===== src/rtl/matrix_mul_pkg.sv =====
// ============================================================================
// Module   : matrix_mul_pkg
// Purpose  : Shared types and constants for the matrix-multiply datapath:
//            accumulator FSM state encoding, lane index type, lane order
//            and the fixed accumulate latency.
// Revision : 1.0 - initial release
// ============================================================================
`default_nettype none

package matrix_mul_pkg;

    // Accumulator sequencer states.
    typedef enum logic [1:0] {
        IDLE  = 2'd0,
        ISSUE = 2'd1,
        DRAIN = 2'd2
    } acc_state_t;

    // Index of one of the four 2x2 block lanes.
    typedef logic [1:0] lane_t;

    // Lane order used by the sequencer and the writeback.
    localparam lane_t C_LANE_11 = 2'd0;
    localparam lane_t C_LANE_12 = 2'd1;
    localparam lane_t C_LANE_21 = 2'd2;
    localparam lane_t C_LANE_22 = 2'd3;

    // Cycles from the accepted start edge to the final lane write.
    // Follows from 4 issue cycles + 2 pipeline stages; fixed by structure.
    localparam int ACC_LATENCY = 6;

endpackage : matrix_mul_pkg

`default_nettype wire


===== src/rtl/acc_add_pipe.sv =====
// ============================================================================
// Module   : acc_add_pipe
// Purpose  : Two-stage signed adder shared by the four accumulator lanes.
//            Stage 1 registers the operands with their lane tag and valid
//            bit; stage 2 registers the DATA_W+1 bit sum. Overflow detect
//            and the optional clamp act on the stage-2 register, so the
//            caller writes the result back on the following edge.
// Config   : MATRIX_ACC_SAT_EN - when defined, an overflowing result is
//            clamped to the most positive/negative value instead of wrapping.
// Ports    : clk, rst        clock / synchronous active-high reset
//            i_flush         drop everything in flight (valid bits cleared)
//            i_valid/i_lane  issue strobe and lane tag
//            i_a, i_b        signed operands
//            o_valid/o_lane  stage-2 result strobe and lane tag
//            o_sum           wrapped or clamped result
//            o_ovf           signed overflow of the stage-2 result
// Revision : 1.0 - initial release
// ============================================================================
`default_nettype none

module acc_add_pipe
    import matrix_mul_pkg::*;
#(
    parameter int DATA_W = 32
) (
    input  logic                     clk,
    input  logic                     rst,
    input  logic                     i_flush,
    input  logic                     i_valid,
    input  lane_t                    i_lane,
    input  logic signed [DATA_W-1:0] i_a,
    input  logic signed [DATA_W-1:0] i_b,
    output logic                     o_valid,
    output lane_t                    o_lane,
    output logic signed [DATA_W-1:0] o_sum,
    output logic                     o_ovf
);

    logic              r_s1_valid;
    lane_t             r_s1_lane;
    logic [DATA_W-1:0] r_s1_a;
    logic [DATA_W-1:0] r_s1_b;

    logic              r_s2_valid;
    lane_t             r_s2_lane;
    logic [DATA_W:0]   r_s2_sum;

    logic [DATA_W:0]   w_sum_ext;
    logic              w_ovf;

    // Sign-extend both operands so the extra bit carries the true sign.
    assign w_sum_ext = {r_s1_a[DATA_W-1], r_s1_a} + {r_s1_b[DATA_W-1], r_s1_b};

    always_ff @(posedge clk) begin
        if (rst) begin
            r_s1_valid <= 1'b0;
            r_s2_valid <= 1'b0;
        end else begin
            r_s1_valid <= i_valid & ~i_flush;
            r_s2_valid <= r_s1_valid & ~i_flush;
        end
        r_s1_lane <= i_lane;
        r_s1_a    <= i_a;
        r_s1_b    <= i_b;
        r_s2_lane <= r_s1_lane;
        r_s2_sum  <= w_sum_ext;
    end

    // Same-sign operands with a differing result sign show up as the
    // extended sign bit disagreeing with the DATA_W-bit sign.
    assign w_ovf = r_s2_sum[DATA_W] ^ r_s2_sum[DATA_W-1];

`ifdef MATRIX_ACC_SAT_EN
    always_comb begin
        o_sum = r_s2_sum[DATA_W-1:0];
        if (w_ovf) begin
            o_sum = r_s2_sum[DATA_W] ? {1'b1, {(DATA_W-1){1'b0}}}
                                     : {1'b0, {(DATA_W-1){1'b1}}};
        end
    end
`else
    assign o_sum = r_s2_sum[DATA_W-1:0];
`endif

    assign o_valid = r_s2_valid;
    assign o_lane  = r_s2_lane;
    assign o_ovf   = w_ovf;

endmodule : acc_add_pipe

`default_nettype wire


===== src/rtl/matrix_block_acc.sv =====
// ============================================================================
// Module   : matrix_block_acc
// Purpose  : Accumulates successive 2x2 partial-product blocks into four
//            running sums using one time-multiplexed 2-stage adder.
//            A rising edge on start_acc snapshots c_* and issues lanes
//            11,12,21,22 on consecutive cycles; the last lane is written
//            ACC_LATENCY cycles after the accepted edge and done_acc pulses.
// Config   : MATRIX_ACC_SAT_EN - saturating instead of wrapping sums.
// Ports    : clk, rst              clock / synchronous active-high reset
//            start_acc             level; rising edge requests accumulation
//            reset_acc             level; clears sums, aborts if busy
//            c_11..c_22            partial block to add (signed)
//            acc_11..acc_22        registered running sums
//            done_acc              one-cycle completion pulse
//            busy                  accumulation in flight
//            ovf                   sticky overflow, any lane (rst clears)
// Revision : 1.0 - initial release
// ============================================================================
`default_nettype none

module matrix_block_acc
    import matrix_mul_pkg::*;
#(
    parameter int DATA_W = 32
) (
    input  logic                     clk,
    input  logic                     rst,
    input  logic                     start_acc,
    input  logic                     reset_acc,
    input  logic signed [DATA_W-1:0] c_11,
    input  logic signed [DATA_W-1:0] c_12,
    input  logic signed [DATA_W-1:0] c_21,
    input  logic signed [DATA_W-1:0] c_22,
    output logic signed [DATA_W-1:0] acc_11,
    output logic signed [DATA_W-1:0] acc_12,
    output logic signed [DATA_W-1:0] acc_21,
    output logic signed [DATA_W-1:0] acc_22,
    output logic                     done_acc,
    output logic                     busy,
    output logic                     ovf
);

    acc_state_t               r_state;
    acc_state_t               w_state_nxt;
    lane_t                    r_lane;
    lane_t                    w_lane_nxt;
    logic                     r_start_q;
    logic                     r_done;
    logic                     r_ovf;
    logic                     w_start_edge;
    logic                     w_accept;
    logic                     w_issue;
    logic                     w_done_nxt;

    logic signed [DATA_W-1:0] r_acc  [4];
    logic signed [DATA_W-1:0] r_snap [4];

    logic                     w_pipe_valid;
    lane_t                    w_pipe_lane;
    logic signed [DATA_W-1:0] w_pipe_sum;
    logic                     w_pipe_ovf;

    assign w_start_edge = start_acc & ~r_start_q;
    assign w_accept     = w_start_edge & (r_state == IDLE) & ~reset_acc;

    // Next-state logic. r_lane doubles as the drain cycle counter.
    always_comb begin
        w_state_nxt = r_state;
        w_lane_nxt  = r_lane;
        w_issue     = 1'b0;
        w_done_nxt  = 1'b0;
        case (r_state)
            IDLE: begin
                if (w_accept) begin
                    w_state_nxt = ISSUE;
                    w_lane_nxt  = C_LANE_11;
                end
            end
            ISSUE: begin
                w_issue = 1'b1;
                if (r_lane == C_LANE_22) begin
                    w_state_nxt = DRAIN;
                    w_lane_nxt  = 2'd0;
                end else begin
                    w_lane_nxt = r_lane + 2'd1;
                end
            end
            DRAIN: begin
                if (r_lane == 2'd1) begin
                    w_state_nxt = IDLE;
                    w_lane_nxt  = 2'd0;
                    w_done_nxt  = 1'b1;
                end else begin
                    w_lane_nxt = r_lane + 2'd1;
                end
            end
            default: begin
                w_state_nxt = IDLE;
                w_lane_nxt  = 2'd0;
            end
        endcase
        // reset_acc aborts any operation and swallows a coincident start.
        if (reset_acc) begin
            w_state_nxt = IDLE;
            w_lane_nxt  = 2'd0;
            w_issue     = 1'b0;
            w_done_nxt  = 1'b0;
        end
    end

    always_ff @(posedge clk) begin
        if (rst) begin
            r_state   <= IDLE;
            r_lane    <= 2'd0;
            r_start_q <= 1'b0;
            r_done    <= 1'b0;
            r_ovf     <= 1'b0;
            for (int i = 0; i < 4; i++) begin
                r_acc[i] <= '0;
            end
        end else begin
            r_state   <= w_state_nxt;
            r_lane    <= w_lane_nxt;
            r_start_q <= start_acc;
            r_done    <= w_done_nxt;
            if (reset_acc) begin
                for (int i = 0; i < 4; i++) begin
                    r_acc[i] <= '0;
                end
            end else if (w_pipe_valid) begin
                r_acc[w_pipe_lane] <= w_pipe_sum;
                if (w_pipe_ovf) begin
                    r_ovf <= 1'b1;
                end
            end
        end
    end

    // Snapshot lets the producer change c_* as soon as the start is taken.
    always_ff @(posedge clk) begin
        if (w_accept) begin
            r_snap[C_LANE_11] <= c_11;
            r_snap[C_LANE_12] <= c_12;
            r_snap[C_LANE_21] <= c_21;
            r_snap[C_LANE_22] <= c_22;
        end
    end

    acc_add_pipe #(
        .DATA_W (DATA_W)
    ) u_add_pipe (
        .clk     (clk),
        .rst     (rst),
        .i_flush (reset_acc),
        .i_valid (w_issue),
        .i_lane  (r_lane),
        .i_a     (r_acc[r_lane]),
        .i_b     (r_snap[r_lane]),
        .o_valid (w_pipe_valid),
        .o_lane  (w_pipe_lane),
        .o_sum   (w_pipe_sum),
        .o_ovf   (w_pipe_ovf)
    );

    assign acc_11   = r_acc[C_LANE_11];
    assign acc_12   = r_acc[C_LANE_12];
    assign acc_21   = r_acc[C_LANE_21];
    assign acc_22   = r_acc[C_LANE_22];
    assign done_acc = r_done;
    assign busy     = (r_state != IDLE);
    assign ovf      = r_ovf;

endmodule : matrix_block_acc

`default_nettype wire


===== config.mk =====
export PLATFORM = sky130hd
export DESIGN_NAME = matrix_block_acc
export DESIGN_NICKNAME = d
export VERILOG_FILES = /design/src/rtl/matrix_mul_pkg.sv /design/src/rtl/acc_add_pipe.sv /design/src/rtl/matrix_block_acc.sv
export SDC_FILE = /design/constraint.sdc
export NUM_CORES = 1
export LEC_CHECK = 0
export CORE_UTILIZATION = 30
export DETAILED_ROUTE_END_ITERATION = 10
export PLACE_DENSITY = 0.51
export REMOVE_ABC_BUFFERS = 1
export SLEW_MARGIN = 10
export SYNTH_ARGS = -nofsm -noshare
export SYNTH_HDL_FRONTEND = slang
export SYNTH_SLANG_ARGS = --single-unit

===== constraint.sdc =====
create_clock -name clk -period 23.6 [get_ports clk]
set_input_delay 4.72 -clock clk [delete_from_list [all_inputs] [get_ports clk]]
set_output_delay 4.72 -clock clk [all_outputs]
set_load 0.05 [all_outputs]

==> results of run 1 <==
==> cell type report <==
cell class,instances,share of cell area
Timing Repair Buffer,271,0.141
Clock inverter,15,0.00927
Inverter,15,0.00296
Multi-Input combinational cell,458,0.221
Sequential cell,366,0.520
Clock buffer,64,0.0650
Tap cell,607,0.0399
==> metal layers <==
metal | wire length, um | vias to the layer above | GRT usage | share of wire
met5 | 0 | - | 0 | 0
met4 | 691 | 0 | 0.0462 | 0.019
met3 | 2760 | 48 | 0.0436 | 0.078
met2 | 17100 | 230 | 0.247 | 0.48
met1 | 15000 | 4050 | 0.183 | 0.42
li1 | - | 3862 | - | -
==> Yosys cell counts (9+ instances only) <==
cell type	number
a21oi_1	37
nor3_1	12
a21o_1	9
edfxtp_1	256
o21ai_0	19
ha_1	39
xnor2_1	16
nand2_1	32
dfxtp_1	110
and2_1	129
nor2_1	16
xor2_1	13
clkbuf_1	26
mux4_2	64
inv_1	15
==> cell usage in the layout, fill, tap and decap left out, types with 3 or more instances in the layout <==
master / instances
a21o_1: 9
a31oi_1: 5
nand2_1: 32
a21oi_1: 37
edfxtp_1: 256
nand4_1: 3
clkinv_2: 4
ha_1: 39
o21ai_0: 19
clkbuf_1: 15
buf_4: 9
xor2_1: 13
o211ai_1: 4
bufinv_16: 4
nand2b_1: 3
nor3_1: 11
and2_1: 129
clkdlybuf4s50_1: 262
clkinv_1: 5
nand3_1: 7
clkbuf_8: 4
nor2_1: 16
inv_1: 15
xnor2_1: 16
dfxtp_1: 108
clkbuf_16: 45
nor2b_1: 3
nand2b_2: 4
mux4_2: 64
==> where the power goes <==
group / internal (W) / switching, W
clock network: 0.000406 / 0.000257
logic: 0.0000546 / 0.0000768
registers: 0.000720 / 0.0000169
total: 0.00118 / 0.000351
==> stage by stage <==
step	utilization	setup slack (ps)	power [W]
6_report	0.407	16480	0.00153
5_1_grt	0.407	16230	0.00159
4_1_cts	0.407	16420	0.00156
3_5_place_dp	0.377	15850	0.000883
3_3_place_gp	0.377	15920	0.000882
2_1_floorplan	-	3760	0.000823
==> worst reg2reg max path, cell delays in order, from the launching register on <==
cell and delay [ps]:
dfxtp_1 300, ha_1 240, fa_1 470, a211oi_2 250
o21ai_2 150, o2111ai_4 280, a31oi_4 190, a21oi_2 340
a22o_1 280, xnor2_1 160
==> registers in the layout, indices dropped and copies added (netlist names), 2 cells and up <==
signal	cells
r_lane	2
u_add_pipe.o_lane	2
r_acc	128
u_add_pipe.r_s1_b	32
u_add_pipe.r_s1_lane	2
r_snap	128
r_state	2
u_add_pipe.r_s1_a	32
u_add_pipe.r_s2_sum	33
==> logic make-up (layout without fill, tap and decap cells) <==
logic type,count (synthesis),count (layout),share of synthesized area
buffers and inverters,49,365,0.0134
xor gates and xnor gates,29,29,0.0178
AOI/OAI and AO/OA,104,104,0.0503
adders and majority gates,40,40,0.0356
and+or+nand+nor,219,219,0.0867
muxes,66,66,0.103
DFF,366,366,0.694
==> how the worst min path moves through the flow <==
stage                            to  slack [ps]                    start  cells after the start
6_report       u_add_pipe.o_lane[0]         330  u_add_pipe.r_s1_lane[0]                      0
5_1_grt        u_add_pipe.o_lane[0]         330  u_add_pipe.r_s1_lane[0]                      0
4_1_cts        u_add_pipe.o_lane[1]         330  u_add_pipe.r_s1_lane[1]                      0
3_5_place_dp   u_add_pipe.o_lane[0]         310  u_add_pipe.r_s1_lane[0]                      0
3_3_place_gp   u_add_pipe.o_lane[0]         310  u_add_pipe.r_s1_lane[0]                      0
2_1_floorplan  u_add_pipe.o_lane[0]         310  u_add_pipe.r_s1_lane[0]                      0
==> impl_metrics.py, run 1 <==
metrics = {
    "status": {
        "status": "finished, violations left",
        "failed_checks": "DRC",
    },
    "setup_path": {
        "worstSetupEndpointType": "register",
        "path_class": "in -> reg",
        "worstReg2RegEnd": "u_add_pipe.r_s2_sum[28]",
        "cp_cell_sequence": "clkdlybuf4s50_1 -> nor2_2 -> nand2_1 -> nor3b_2 -> buf_4 -> nand2b_2",
        "regToRegSetupSlack_ps": 20860,
        "cp-endpoint": "r_acc[2][17]",
        "reg2reg_from": "u_add_pipe.r_s1_b[0]",
        "worst_path_largest_cell_delay_ps": 820,
        "path_depth": 6,
        "r2r_cells": 9,
        "slowest_stage": "nand2b_2",
        "critPathMaxFanout": 33,
        "startpoint_type": "input pin",
        "critPathBufInv": 2,
        "worstPathArrival_ps": 7290,
        "crit_family": "simple AND/OR/NAND/NOR gates",
        "crit_start": "reset_acc",
        "required_ps": 23770,
    },
    "cts": {
        "insertion_delay_ps": 560,
        "htreeDepth": 2,
        "cts_resized": 0,
        "cts_tree": "built",
        "cts-hold-fix-buffers": 0,
        "numCtsBuffers": 43,
        "clockRootBuffer": "clkbuf_16",
        "clk_pin_slew_ps": 60,
        "clock-sinks": 366,
        "clockBufferDepth": 3,
        "post_cts_buffers": 0,
    },
    "floorplanning": {
        "die_x_um": 220,
        "ios": 263,
        "initial_core_util": 0.305,
        "core_area_um2": 46800,
        "die_area_um2": 48400,
        "std_cell_rows": 79,
        "dieHeight_um": 220,
    },
    "sta": {
        "skew_ps": 18.9,
        "tightest_slew_ps": 1140,
        "fin_tns_setup_ps": 0,
        "hold_slack_ps": 325,
        "clock.fmax_mhz": 140,
        "fin_crit_sh": 0.302,
        "rsz0062_at_grt": "no",
        "hold_viol_final": 0,
        "min_period_ps": 7120,
        "setup_viol": 0,
        "drv_slew": 0,
        "relSlewSlack": 0.243,
    },
    "logic_synthesis": {
        "ys_top_cells_by_area": "edfxtp_1 54%, dfxtp_1 15%, mux4_2 10%, and2_1 5.7%, ha_1 3.4%",
        "yosys_warnings": 0,
        "synth_area_um2": 14300,
        "async_flop_share": 0,
        "ys.flop_type": "edfxtp_1",
        "synth_cell_types": 58,
        "synth_seq_cells": 366,
        "postSynthAreaPerCell_um2": 16.3,
        "synth_top_cell_by_area": "edfxtp_1",
        "netlist.area_leader.share": 0.539,
        "ys_seq_area_frac": 0.694,
        "synth_edf_count": 256,
        "syn_inst": 873,
    },
    "power_and_ir_drop": {
        "p_leak_nw": 6.88,
        "p_per_area_nw_per_um2": 80.5,
        "peakVddDrop_mv": 0.0440,
    },
    "drt": {
        "ant_nets": 0,
        "via_per_inst": 4.56,
        "routed_wirelength_um": 35600,
        "drt_iter0_markers": 511,
        "drc": 17,
        "routed-via-count": 8190,
        "drt_pass1_iterations": 8,
        "wl_per_cell_um": 19.8,
    },
    "layout": {
        "final_cell_count_no_fill": 1796,
        "multiInputGateArea_um2": 4210,
        "fillers": 4321,
        "antenna_cells": 0,
        "drive_gt1_frac": 0.129,
        "fin_area_um2": 19000,
        "regArea_um2": 9900,
        "syn_to_final_growth_pct": 33.4,
        "fin_nets": 1327,
    },
    "flow_run": {
        "drv_cap": 0,
    },
    "placed_design": {
        "post-dp-hpwl_um": 24100,
        "dpl.cell_count": 1717,
        "dpl_cell_area_um2": 17600,
        "port_buffers": 262,
        "gp_congestion": 0.782,
    },
    "hold_path": {
        "worstHoldPathType": "reg -> reg",
    },
    "grt": {
        "grt_max_degree": 68,
        "overflow": 0,
        "grt_pass1_vias": 8952,
        "antenna_found_initial": 0,
        "grt_usage": 0.148,
        "grt_pass1_wl_um": 53000,
    },
}
(Power assumes the default switching activity.)
==> run 2, diff against run 1 <==
PLACE_DENSITY = 0.53   (was 0.51)
clock period = 6.21 ns   (was 23.6 ns; I/O delays follow)
==> run 2 against run 1 <==
Net effect: the flow still finishes with violations (DRC); critical path depth unchanged; clock skew decreased by 5.4 ps; clock power increased to 3.4 times the previous value; global-route usage decreased by 0.21 points; combinational power increased to 3.8 times the previous value; largest cell class unchanged; largest power group unchanged; first-iteration DRC count increased by 14%.
==> impl_metrics.py, run 2 (synthesis results as in run 1) <==
metrics = {
    "cts": {
        "clock-sinks": 366,
        "numCtsBuffers": 41,
        "clk_pin_slew_ps": 60,
        "cts_resized": 0,
        "cts_tree": "built",
        "clockBufferDepth": 3,
        "htreeDepth": 2,
        "clockRootBuffer": "clkbuf_16",
        "post_cts_buffers": 0,
        "cts-hold-fix-buffers": 0,
        "insertion_delay_ps": 540,
    },
    "grt": {
        "antenna_found_initial": 1,
        "grt_pass1_vias": 8645,
        "grt_usage": 0.146,
        "grt_pass1_wl_um": 52000,
        "grt_max_degree": 57,
        "overflow": 0,
    },
    "setup_path": {
        "worstSetupEndpointType": "register",
        "startpoint_type": "input pin",
        "critPathMaxFanout": 33,
        "slowest_stage": "nand2b_2",
        "crit_start": "reset_acc",
        "cp_cell_sequence": "clkdlybuf4s50_1 -> nor2_2 -> nand2_1 -> nor3b_2 -> buf_4 -> nand2b_2",
        "critPathBufInv": 2,
        "path_class": "in -> reg",
        "required_ps": 6360,
        "worstPathArrival_ps": 3880,
        "reg2reg_from": "u_add_pipe.r_s1_b[0]",
        "worst_path_largest_cell_delay_ps": 850,
        "crit_family": "simple AND/OR/NAND/NOR gates",
    },
    "power_and_ir_drop": {
        "p_leak_nw": 6.80,
        "p_per_area_nw_per_um2": 295,
        "peakVddDrop_mv": 0.166,
    },
    "floorplanning": {
        "ios": 263,
        "std_cell_rows": 79,
        "dieHeight_um": 220,
        "die_x_um": 220,
        "die_area_um2": 48400,
        "initial_core_util": 0.305,
        "core_area_um2": 46800,
    },
    "placed_design": {
        "port_buffers": 262,
        "dpl.cell_count": 1717,
        "post-dp-hpwl_um": 24200,
        "gp_congestion": 0.800,
    },
    "drt": {
        "drt_iter0_markers": 580,
        "ant_nets": 0,
        "drt_pass1_iterations": 8,
        "drc": 17,
        "wl_per_cell_um": 19.6,
        "routed_wirelength_um": 35100,
        "routed-via-count": 8154,
        "via_per_inst": 4.56,
    },
    "layout": {
        "antenna_cells": 0,
        "final_cell_count_no_fill": 1790,
        "fin_nets": 1325,
        "multiInputGateArea_um2": 4210,
        "drive_gt1_frac": 0.126,
        "final_cell_mix": "262 x clkdlybuf4s50_1, 256 x edfxtp_1, 129 x and2_1, 108 x dfxtp_1, 64 x mux4_2",
        "top_regs": "r_acc x128, r_snap x128, u_add_pipe.r_s2_sum x33",
        "layout_commonest_cell": "clkdlybuf4s50_1",
        "syn_to_final_growth_pct": 32.2,
        "regArea_um2": 9900,
        "fillers": 4370,
    },
    "flow_run": {
        "drv_cap": 0,
    },
    "sta": {
        "clock.fmax_mhz": 269,
        "min_period_ps": 3720,
        "relSlewSlack": 0.257,
        "drv_slew": 0,
        "tightest_slew_ps": 1110,
        "fin_crit_sh": 0.600,
        "skew_ps": 13.4,
        "rsz0062_at_grt": "no",
        "setup_viol": 0,
        "fin_tns_setup_ps": 0,
        "hold_viol_final": 0,
    },
    "status": {
        "failed_checks": "DRC",
        "status": "finished, violations left",
    },
    "hold_path": {
        "worstHoldPathType": "reg -> reg",
        "hp-start": "u_add_pipe.r_s1_lane[0]",
    },
}
-- run 2: cell count changes in the layout (fill, tap and decap cells not counted) --
cell,change
clkinv_4,+1
clkbuf_1,+1
inv_6,-1
clkbuf_8,+1
clkinv_2,+1
clkinv_1,-3
bufinv_16,-3
clkinvlp_4,+1
clkbuf_16,-4
-- run 2: worst paths after layout --
| path | cells past startpoint | slack (ps) | end |
|---|---|---|---|
| min reg2reg | 0 | 330 | u_add_pipe.o_lane[0] |
| min | 0 | 330 | u_add_pipe.o_lane[0] |
| max reg2reg | 9 | 3470 | u_add_pipe.r_s2_sum[28] |
| max | 6 | 2490 | r_acc[2][17] |
-- run 2: area by class of cell --
cell class | instances | area share
Clock buffer | 62 | 0.0613
Clock inverter | 11 | 0.00465
Inverter | 15 | 0.00299
Multi-Input combinational cell | 458 | 0.223
Sequential cell | 366 | 0.525
Tap cell | 607 | 0.0403
Timing Repair Buffer | 271 | 0.143
-- run 2: stage by stage --
stage,utilization,hold slack (ps),worst slack (ps),area [um^2],power [W]
2_1_floorplan,-,310,-10160,14100,0.00313
3_3_place_gp,0.377,310,1950,17600,0.00335
3_5_place_dp,0.377,316,1860,17600,0.00336
4_1_cts,0.403,329,2440,18900,0.00566
5_1_grt,0.403,336,2310,18900,0.00578
6_report,0.403,327,2490,18900,0.00557
-- run 2: where the power goes --
group | internal (W) | total [W] | leakage [nW] | switching [W]
combinational | 0.000208 | 0.000499 | 2.66 | 0.000292
clock | 0.00132 | 0.00227 | 0.605 | 0.000948
sequential | 0.00274 | 0.00280 | 3.53 | 0.0000638
-- run 2: worst register-to-register path: cells and delay by family (launching register included) --
kind                     cells  cell delay, ps
XOR/XNOR                     1             150
AO/OA/AOI/OAI                6            1480
flip-flops                   1             300
adder cells (fa/ha/maj)      2             710
-- run 2: layer usage --
metal	share of wire	wire length [um]	global-route usage
met5	0	0	0
met1	0.44	15500	0.191
met4	0.019	671	0.0462
met3	0.066	2330	0.0344
met2	0.47	16600	0.238
